<file path="config.mk">
export PLATFORM = sky130hd
export DESIGN_NAME = credit_wrr_scheduler
export DESIGN_NICKNAME = d
export VERILOG_FILES = /design/src/rtl/credit_wrr_scheduler.sv
export SDC_FILE = /design/constraint.sdc
export NUM_CORES = 1
export LEC_CHECK = 0
export CAP_MARGIN = 20
export CORE_MARGIN = 4
export CORE_UTILIZATION = 37
export DETAILED_ROUTE_END_ITERATION = 6
export PLACE_DENSITY = 0.89
export SKIP_LAST_GASP = 1
export SLEW_MARGIN = 10
export SYNTH_ARGS = -nofsm -noshare
export SYNTH_HDL_FRONTEND = slang
export SYNTH_SLANG_ARGS = --single-unit
</file>
<file path="constraint.sdc">
create_clock -name clk -period 6.5 [get_ports clk]
set_input_delay 1.3 -clock clk [delete_from_list [all_inputs] [get_ports clk]]
set_output_delay 1.3 -clock clk [all_outputs]
set_load 0.05 [all_outputs]
</file>
<file path="src/rtl/credit_wrr_scheduler.sv">
// Packet-level weighted round-robin scheduler for one router output port.
// Grants are locked for a whole packet and flits are gated on downstream credits.
module credit_wrr_scheduler #(
    parameter int CHANNEL_NUMBER = 5,
    parameter int DATA_WIDTH     = 32,
    parameter int WEIGHT_WIDTH   = 3,
    parameter int CREDIT_MAX     = 4,
    parameter int CREDIT_WIDTH   = $clog2(CREDIT_MAX + 1)
) (
    input  logic                                   clk,
    input  logic                                   rst,
    input  logic [CHANNEL_NUMBER-1:0]              in_tvalid,
    output logic [CHANNEL_NUMBER-1:0]              in_tready,
    input  logic [CHANNEL_NUMBER*DATA_WIDTH-1:0]   in_tdata,
    input  logic [CHANNEL_NUMBER-1:0]              in_tlast,
    input  logic [CHANNEL_NUMBER*WEIGHT_WIDTH-1:0] weight,
    output logic                                   out_tvalid,
    output logic [DATA_WIDTH-1:0]                  out_tdata,
    output logic                                   out_tlast,
    input  logic                                   out_tready,
    input  logic                                   credit_return,
    output logic [CREDIT_WIDTH-1:0]                credits,
    output logic [CHANNEL_NUMBER-1:0]              grant,
    output logic                                   busy,
    output logic                                   credit_err
);

    // Handshake: a flit moves when out_tvalid & out_tready are both high on a
    // rising edge; in_tready[sel] mirrors that same event on the input side.

    localparam int SEL_W = (CHANNEL_NUMBER > 1) ? $clog2(CHANNEL_NUMBER) : 1;

    localparam logic [0:0] IDLE = 1'b0;
    localparam logic [0:0] XFER = 1'b1;

    logic [0:0]              state;
    logic [SEL_W-1:0]        sel;
    logic [SEL_W-1:0]        ptr;
    logic [WEIGHT_WIDTH-1:0] quota;

    logic [SEL_W-1:0]        start;
    logic [SEL_W-1:0]        winner;
    logic                    found;
    logic [WEIGHT_WIDTH-1:0] win_weight;
    logic                    credit_ok;
    logic                    accept;
    int                      idx;

    // The current owner keeps the first look while it still has turns left.
    always_comb begin
        start = '0;
        if (quota != '0) begin
            start = ptr;
        end else if (ptr == SEL_W'(CHANNEL_NUMBER - 1)) begin
            start = '0;
        end else begin
            start = ptr + 1'b1;
        end
    end

    always_comb begin
        found  = 1'b0;
        winner = start;
        idx    = 0;
        for (int k = 0; k < CHANNEL_NUMBER; k++) begin
            idx = int'(start) + k;
            if (idx >= CHANNEL_NUMBER) begin
                idx = idx - CHANNEL_NUMBER;
            end
            if (!found && in_tvalid[idx]) begin
                found  = 1'b1;
                winner = SEL_W'(idx);
            end
        end
        win_weight = weight[int'(winner)*WEIGHT_WIDTH +: WEIGHT_WIDTH];
    end

    assign busy      = (state == XFER);
    assign credit_ok = (credits != '0);
    assign accept    = busy & in_tvalid[sel] & credit_ok & out_tready;

    always_comb begin
        in_tready  = '0;
        grant      = '0;
        out_tvalid = 1'b0;
        out_tdata  = '0;
        out_tlast  = 1'b0;
        if (busy) begin
            grant[sel]     = 1'b1;
            in_tready[sel] = out_tready & credit_ok;
            out_tvalid     = in_tvalid[sel] & credit_ok;
            out_tdata      = in_tdata[int'(sel)*DATA_WIDTH +: DATA_WIDTH];
            out_tlast      = in_tlast[sel];
        end
    end

    always_ff @(posedge clk) begin
        if (rst) begin
            state <= IDLE;
            sel   <= '0;
            ptr   <= '0;
            quota <= '0;
        end else begin
            case (state)
                IDLE: begin
                    if (found) begin
                        state <= XFER;
                        sel   <= winner;
                        if (winner == ptr && quota != '0) begin
                            quota <= quota - 1'b1;
                        end else begin
                            ptr   <= winner;
                            quota <= (win_weight == '0) ? '0 : win_weight - 1'b1;
                        end
                    end
                end
                XFER: begin
                    if (accept && in_tlast[sel]) begin
                        state <= IDLE;
                    end
                end
                default: state <= IDLE;
            endcase
        end
    end

    // A return with the counter already full points at a downstream bookkeeping bug.
    always_ff @(posedge clk) begin
        if (rst) begin
            credits    <= CREDIT_WIDTH'(CREDIT_MAX);
            credit_err <= 1'b0;
        end else if (credit_return && !accept && credits == CREDIT_WIDTH'(CREDIT_MAX)) begin
            credit_err <= 1'b1;
        end else if (accept && !credit_return) begin
            credits <= credits - 1'b1;
        end else if (credit_return && !accept) begin
            credits <= credits + 1'b1;
        end
    end

endmodule

</file>
# == Yosys cells after proc, flatten, opt, wreduce, memory -nomap -nowiden ==
# Index checks and enable logic that the tools add are counted.
# totals
regBits,14
input_bits,189
out_inout_bits,49
word_cells,120
# classes
n_addsub,14
multipliers,1
magnitude_cmp,12
n_eq_ne,3
shifts,2
mux,50
bitwise_logic,9
reduce_logical,23
# op_table
operator,count
two-way mux 32 bit,6
"< comparator 32 x 5 -> 1 bit, second input constant",5
variable part select 160 x 9 -> 32 bit,1
two-way mux 3 bit,11
two-way mux 1 bit,22
binary-select mux 1 bit (select 3 bit),7
"subtractor 4 x 3 -> 5 bit, second input constant",4
"greater-or-equal comparator 4 x 3 -> 1 bit, second input constant",4
variable part select 15 x 6 -> 3 bit,1
logical AND 1 bit,10
two-way mux 5 bit,2
"subtractor 3 x 1 -> 3 bit, second input constant",3
"adder 3 x 2 -> 4 bit, second input constant",2
"adder 3 x 1 -> 3 bit, second input constant",2
"== test 3 bit, second input constant",2
logical NOT 1 bit,6
nonzero test 3 bit,2
AND 1 bit,5
AND 5 bit,1
"multiplier 3 x 2 -> 5 bit, second input constant",1
"adder 3 x 1 -> 4 bit, second input constant",1
"adder 3 x 3 -> 4 bit, second input constant",1
"< comparator 3 x 4 -> 1 bit, second input constant",1
AND reduction 2 bit,2
10 further kinds,12

# == Depth between registers and ports, before layout ==
# Gate-level depths: netlist (run 1).
# depth
depth_word,26
depth_mapped,27
ltp_nobuf,25

# == Least setup slack after synthesis (run 1) ==
# OpenSTA, ideal clock, no wires.
# synth_timing
path_type,reg2reg
from,reg quota[0]
to,reg quota[0]
setup_time_ns,0.074
arrival_time_ns,5.683
required_time_ns,6.426
setup_slack_ns,0.743
stages_incl_launch_ff,23
n_path_buf,2
synth_period_minus_slack_ns,5.757
path_cell_list,dfxtp_1 > inv_1 > ha_1 > nor2b_1 > buf_6 > mux2i_4 > inv_1 > ha_1 > clkbuf_1 > or3_1 > a211o_1 > a21boi_0 > o2111ai_1 > and3_1 > mux2_2 > a211oi_2 > mux2_2 > a211oi_1 > a211o_1 > and3b_2 > ha_1 > or4b_1 > a31oi_1
# synth_between
elab_chain_cells,25
word_cells_on_any_way,64
cone_classes,add/sub: 11; mul: 1; order compare: 5; eq/ne: 1; shift: 1; mux: 33; reduce/logical: 12
# synth_rtl
element,line,text
start: declaration,39,logic [WEIGHT_WIDTH-1:0] quota;
start signal: assignment,110,quota <= quota - 1'b1;
start signal: assignment,113,quota <= (win_weight == '0) ? '0 : win_weight - 1'b1;
branches (longest 25 deep; another with subtractor 4 x 3 -> 5 bit),-,
# Parallel ways; which one is timed is not known. The select of a mux whose other input is x is not followed.
# A chain may end at the register's enable or synchronous reset.

# == Worst setup path after layout (run 1) ==
# Ends and elaborated chain as after synthesis.

==> results of run 1 <==
## critical path, stage by stage (launching register included)
cell and delay, ns:
dfxtp_1 0.31, inv_1 0.10, ha_1 0.27, nor2b_1 0.31, mux2i_4 0.43, inv_1 0.20
ha_1 0.31, o211a_1 0.18, a211oi_2 0.37, a211oi_1 0.10, a211o_1 0.31, and4_1 0.26
or4b_1 0.65, or3_4 0.48, a21oi_4 0.28, nor4bb_1 0.31, a211o_1 0.16, and3b_2 0.22
ha_1 0.18, or4b_1 0.51, a31oi_1 0.15
## area by class of cell
type / count / area [um2]
tap: 133 / 166
inverter: 22 / 82.6
multi-input combinational: 401 / 3170
sequential: 14 / 282
clock buffer: 4 / 55.1
timing repair buffer: 254 / 2500
fill: 852 / 3470
antenna: 2 / 5.00
## sequential cells by signal, indices dropped and copies added, names as in the netlist
signal and count:
credits 3, credit_err 1, ptr 3, quota 3, sel 3, busy 1
## worst min-delay path by stage
stage                  to        from  cells past startpoint
2_1_floorplan    quota[0]    quota[0]                      2
3_3_place_gp   credit_err  credit_err                      2
3_5_place_dp   credit_err  credit_err                      2
4_1_cts        credit_err  credit_err                      2
5_1_grt        credit_err  credit_err                      2
6_report       credit_err  credit_err                      2
## stage by stage
step                area [um2]  setup slack (ns)  hold WS [ns]  utilization (%)  instances
floorplan                 3660             0.743         0.469                -        467
global placement          6200             0.643         0.459             63.7        824
detailed placement        6200             0.369         0.478             63.7        824
CTS                       6260             0.347         0.494             64.3        828
global route              6260            0.0452         0.524             64.4        830
finish                    6260             0.324         0.503             64.4        830
## cell families after synthesis
| group | synth area share (%) |
|---|---|
| AOI/OAI and AO/OA | 35.1 |
| and+or+nand+nor | 23.8 |
| muxes | 18.7 |
| buffers and inverters | 6.21 |
| adders and majority gates | 6.35 |
| DFF | 7.65 |
| xor gates and xnor gates | 2.12 |
## routing by layer
layer  vias to the layer above  track usage (%)
met5                         -                0
met4                         0             11.5
met3                        43             5.40
met2                       290             49.6
met1                      2313             36.2
li1                       2252                -
## placed cells by master, fill, tap and decap left out, drive strengths merged, types with 10 or more instances in the layout
cell	n
clkdlybuf4s50	237
nor2	40
a22oi	38
mux2i	31
a21oi	30
nand2	23
inv	22
a21boi	21
ha	17
buf	17
o21ai	17
nor2b	16
dfxtp	14
mux2	12
mux4	10
==> impl_metrics.env, run 1 <==
export IMPL_status="complete, no violations"
export IMPL_rsz0062_at_grt="false"
export IMPL_yosys_register_bits=14
export IMPL_netlist_area_mm2=0.00366
export IMPL_grt_pass1_wl_um=26600
export IMPL_syn_area_per_cell_um2=7.85
export IMPL_cts_buffer_depth=2
export IMPL_cp_arrival_ns=6.35
export IMPL_cts_setup_buffers=0
export IMPL_criticalPathCategory="register to register"
export IMPL_clkTransAtPathRegs_ns=0.06
export IMPL_core_area_mm2=0.00973
export IMPL_chipWidth_um=108
export IMPL_ys_types=83
export IMPL_initial_core_util_pct=37.7
export IMPL_routed_via_density=5.90
export IMPL_syn_inst=467
export IMPL_max_freq_mhz=162
export IMPL_critPathLaunchType="register"
export IMPL_drc=0
export IMPL_reg2reg_depth=20
export IMPL_required_ns=6.67
export IMPL_routabilityCongestion=0.967
export IMPL_dr_wl_met2_um=8710
export IMPL_hold_path_class="register to register"
export IMPL_wirelength_um=18200
export IMPL_io_buffer_count=237
export IMPL_grt_pass1_vias=4819
export IMPL_num_nets_final=903
export IMPL_met3_length_um=1640
export IMPL_reg2reg_from="quota[0]"
export IMPL_grt_max_degree=44
export IMPL_final_min_clock_period_ns=6.18
export IMPL_fin_crit_sh_pct=95.0
export IMPL_worstSetupStartpoint="quota[0]"
export IMPL_clockRootBuffer="clkbuf_8"
export IMPL_die_h_um=108
export IMPL_die_area_mm2=0.0116
export IMPL_drt_iter0_drc=543
export IMPL_grt_usage_pct=29.2
export IMPL_skew_ns=0.00578
export IMPL_ctsHoldBuffers=0
export IMPL_cap_violations=0
export IMPL_cp_end_kind="register"
export IMPL_yosysTopAreaCellShare_pct=8.19
export IMPL_setup_viol=0
export IMPL_wl_met1_um=7120
export IMPL_relSlewSlack_pct=31.4
export IMPL_synth_fp_nets=674
export IMPL_firstDrtPassIters=6
export IMPL_synth_most_common_cell="nor2_1"
export IMPL_cts_repair_resized=0
export IMPL_synth_largest_area_cell="mux2i_1"
export IMPL_ant_nets=0
export IMPL_top_layer="met4"
export IMPL_crit_end="quota[0]"
export IMPL_antenna_found_initial=2
export IMPL_synth_edf_count=0
export IMPL_clk_latency_ns=0.25
export IMPL_vias=4898
export IMPL_r2r_end="quota[0]"
export IMPL_ff2ff_setup_slack_ns=0.32
export IMPL_finalHoldViolCount=0
export IMPL_async_flop_share_pct=0
export IMPL_tightest_slew_ns=1.03
export IMPL_area_growth_pct=70.9
export IMPL_io_pins=238
export IMPL_clock_sinks=14
export IMPL_cts_tree="done"
export IMPL_drv_slew=0
export IMPL_tns_ns=0
export IMPL_crit_fanout=9
export IMPL_drive_gt1_share_pct=9.50
export IMPL_htree_levels=1
export IMPL_hpwlAfterDp_um=15200
export IMPL_fp_row_count=36
export IMPL_synthTopCellsByArea="mux2i_1, a22oi_1, dfxtp_1"
export IMPL_synthFlopType="dfxtp_1"
export IMPL_grt_overflow=0
export IMPL_wl_per_cell_um=21.9
export IMPL_numCtsBuffers=3
export IMPL_netlist_top_cells_count="nor2_1, a22oi_1, mux2i_1, a21oi_1"
export IMPL_yosysSeqAreaShare_pct=7.65
export IMPL_ys_warn_count=0
Power of run 1 is not shown: default switching activity piles up to over one toggle a cycle in this logic, so the estimate is an artifact.
==> run 2: changes to the inputs <==
CTS_BUF_LIST = sky130_fd_sc_hd__clkbuf_16   (was default)
PLACE_DENSITY = 0.82   (was 0.89)
==> run 2 against run 1 <==
Maximum frequency increased by 0.43%. Register-to-register slack improved by 0.03 ns. Highest routed layer unchanged. Critical path depth rose by 3. Via count decreased by 0.84%.
==> impl_metrics.env, run 2 (synthesis results as in run 1) <==
export IMPL_cp_end_kind="register"
export IMPL_grt_overflow=0
export IMPL_fp_row_count=36
export IMPL_clockRootBuffer="clkbuf_16"
export IMPL_grt_pass1_vias=4625
export IMPL_drc=0
export IMPL_mostFrequentLayoutCells="clkdlybuf4s50_1, nor2_1, a22oi_1"
export IMPL_antenna_found_initial=0
export IMPL_clkTransAtPathRegs_ns=0.05
export IMPL_worst_slack_ns=0.350
export IMPL_tns_ns=0
export IMPL_finalHoldViolCount=0
export IMPL_required_ns=6.66
export IMPL_hpwlAfterDp_um=14400
export IMPL_io_pins=238
export IMPL_final_min_clock_period_ns=6.15
export IMPL_wl_per_cell_um=21.3
export IMPL_die_h_um=108
export IMPL_die_area_mm2=0.0116
export IMPL_grt_pass1_wl_um=26300
export IMPL_hold_path_class="register to register"
export IMPL_criticalPathCategory="register to register"
export IMPL_drv_slew=0
export IMPL_drt_iter0_drc=440
export IMPL_drive_gt1_share_pct=9.50
export IMPL_io_buffer_count=237
export IMPL_relSlewSlack_pct=30.6
export IMPL_wirelength_um=17600
export IMPL_tightest_slew_ns=1.03
export IMPL_fin_crit_sh_pct=94.6
export IMPL_diodes=0
export IMPL_setup_viol=0
export IMPL_ant_nets=0
export IMPL_critPathLaunchType="register"
export IMPL_crit_fanout=12
export IMPL_grt_max_degree=44
export IMPL_rsz0062_at_grt="false"
export IMPL_chipWidth_um=108
export IMPL_grt_usage_pct=28.5
export IMPL_core_area_mm2=0.00973
export IMPL_vias=4857
export IMPL_status="complete, no violations"
export IMPL_clock_sinks=14
export IMPL_num_nets_final=903
export IMPL_numCtsBuffers=3
export IMPL_dp_slack_ns=0.400
export IMPL_cap_violations=0
export IMPL_cts_tree="done"
export IMPL_routabilityCongestion=0.951
export IMPL_cp_arrival_ns=6.31
export IMPL_clk_latency_ns=0.24
export IMPL_initial_core_util_pct=37.7
export IMPL_htree_levels=1
export IMPL_max_freq_mhz=163
export IMPL_layout_commonest_cell="clkdlybuf4s50_1"
export IMPL_ctsHoldBuffers=0
export IMPL_routed_via_density=5.87
export IMPL_skew_ns=0.00250
export IMPL_area_growth_pct=71.5
export IMPL_cts_buffer_depth=2
export IMPL_firstDrtPassIters=5
-- run 2: area by class of cell --
class,instances,area [um2]
multi-input combinational,401,3180
timing repair buffer,254,2500
fill,844,3440
clock buffer,3,75.1
tap,133,166
inverter,22,82.6
sequential,14,282
clock inverter,1,3.75
-- run 2: per-layer routing --
metal	routed length (um)	GRT usage, %	up-vias
li1	-	-	2252
met1	6990	36.9	2310
met2	8700	49.9	265
met3	1570	4.98	30
met4	368	5.14	0
met5	0	0	-
-- run 2: critical path, cell delays in order, from the launching register on --
cell	delay [ns]
dfxtp_1	0.30
inv_1	0.10
ha_1	0.28
nor2b_2	0.26
buf_4	0.19
nand3_4	0.14
nand2_4	0.19
inv_1	0.09
buf_4	0.17
ha_1	0.20
nor2_1	0.25
a2111oi_4	0.07
o2bb2ai_1	0.40
mux2i_1	0.23
nor3b_1	0.13
or4b_1	0.65
or3_4	0.47
a21oi_4	0.29
nor4bb_1	0.35
a211o_1	0.19
and3b_2	0.22
ha_1	0.18
or4b_1	0.53
a31oi_1	0.16
-- run 2: repair_timing --
action	in CTS	in global routing
endpoints found under the hold margin	0	0
setup endpoints to repair	0	1
buffers inserted	0	2
gates resized for setup	0	2
-- run 2: path summary, 6_finish.rpt --
| kind | slack, ns | to | cells after the start | startpoint |
|---|---|---|---|---|
| setup / recovery | 0.35 | quota[0] | 23 | quota[0] |
| setup reg to reg | 0.35 | quota[0] | 23 | quota[0] |
| hold reg to reg | 0.51 | credit_err | 2 | credit_err |
| hold / removal | 0.51 | credit_err | 2 | credit_err |
-- run 2: stage by stage --
step / utilization [%] / area, um2 / hold WS, ns / instances
floorplan: - / 3660 / 0.469 / 467
global placement: 63.6 / 6190 / 0.485 / 822
detailed placement: 63.6 / 6190 / 0.506 / 822
CTS: 64.4 / 6270 / 0.520 / 826
global route: 64.6 / 6280 / 0.537 / 828
finish: 64.6 / 6280 / 0.515 / 828
Power of run 2 is left out for the same reason.
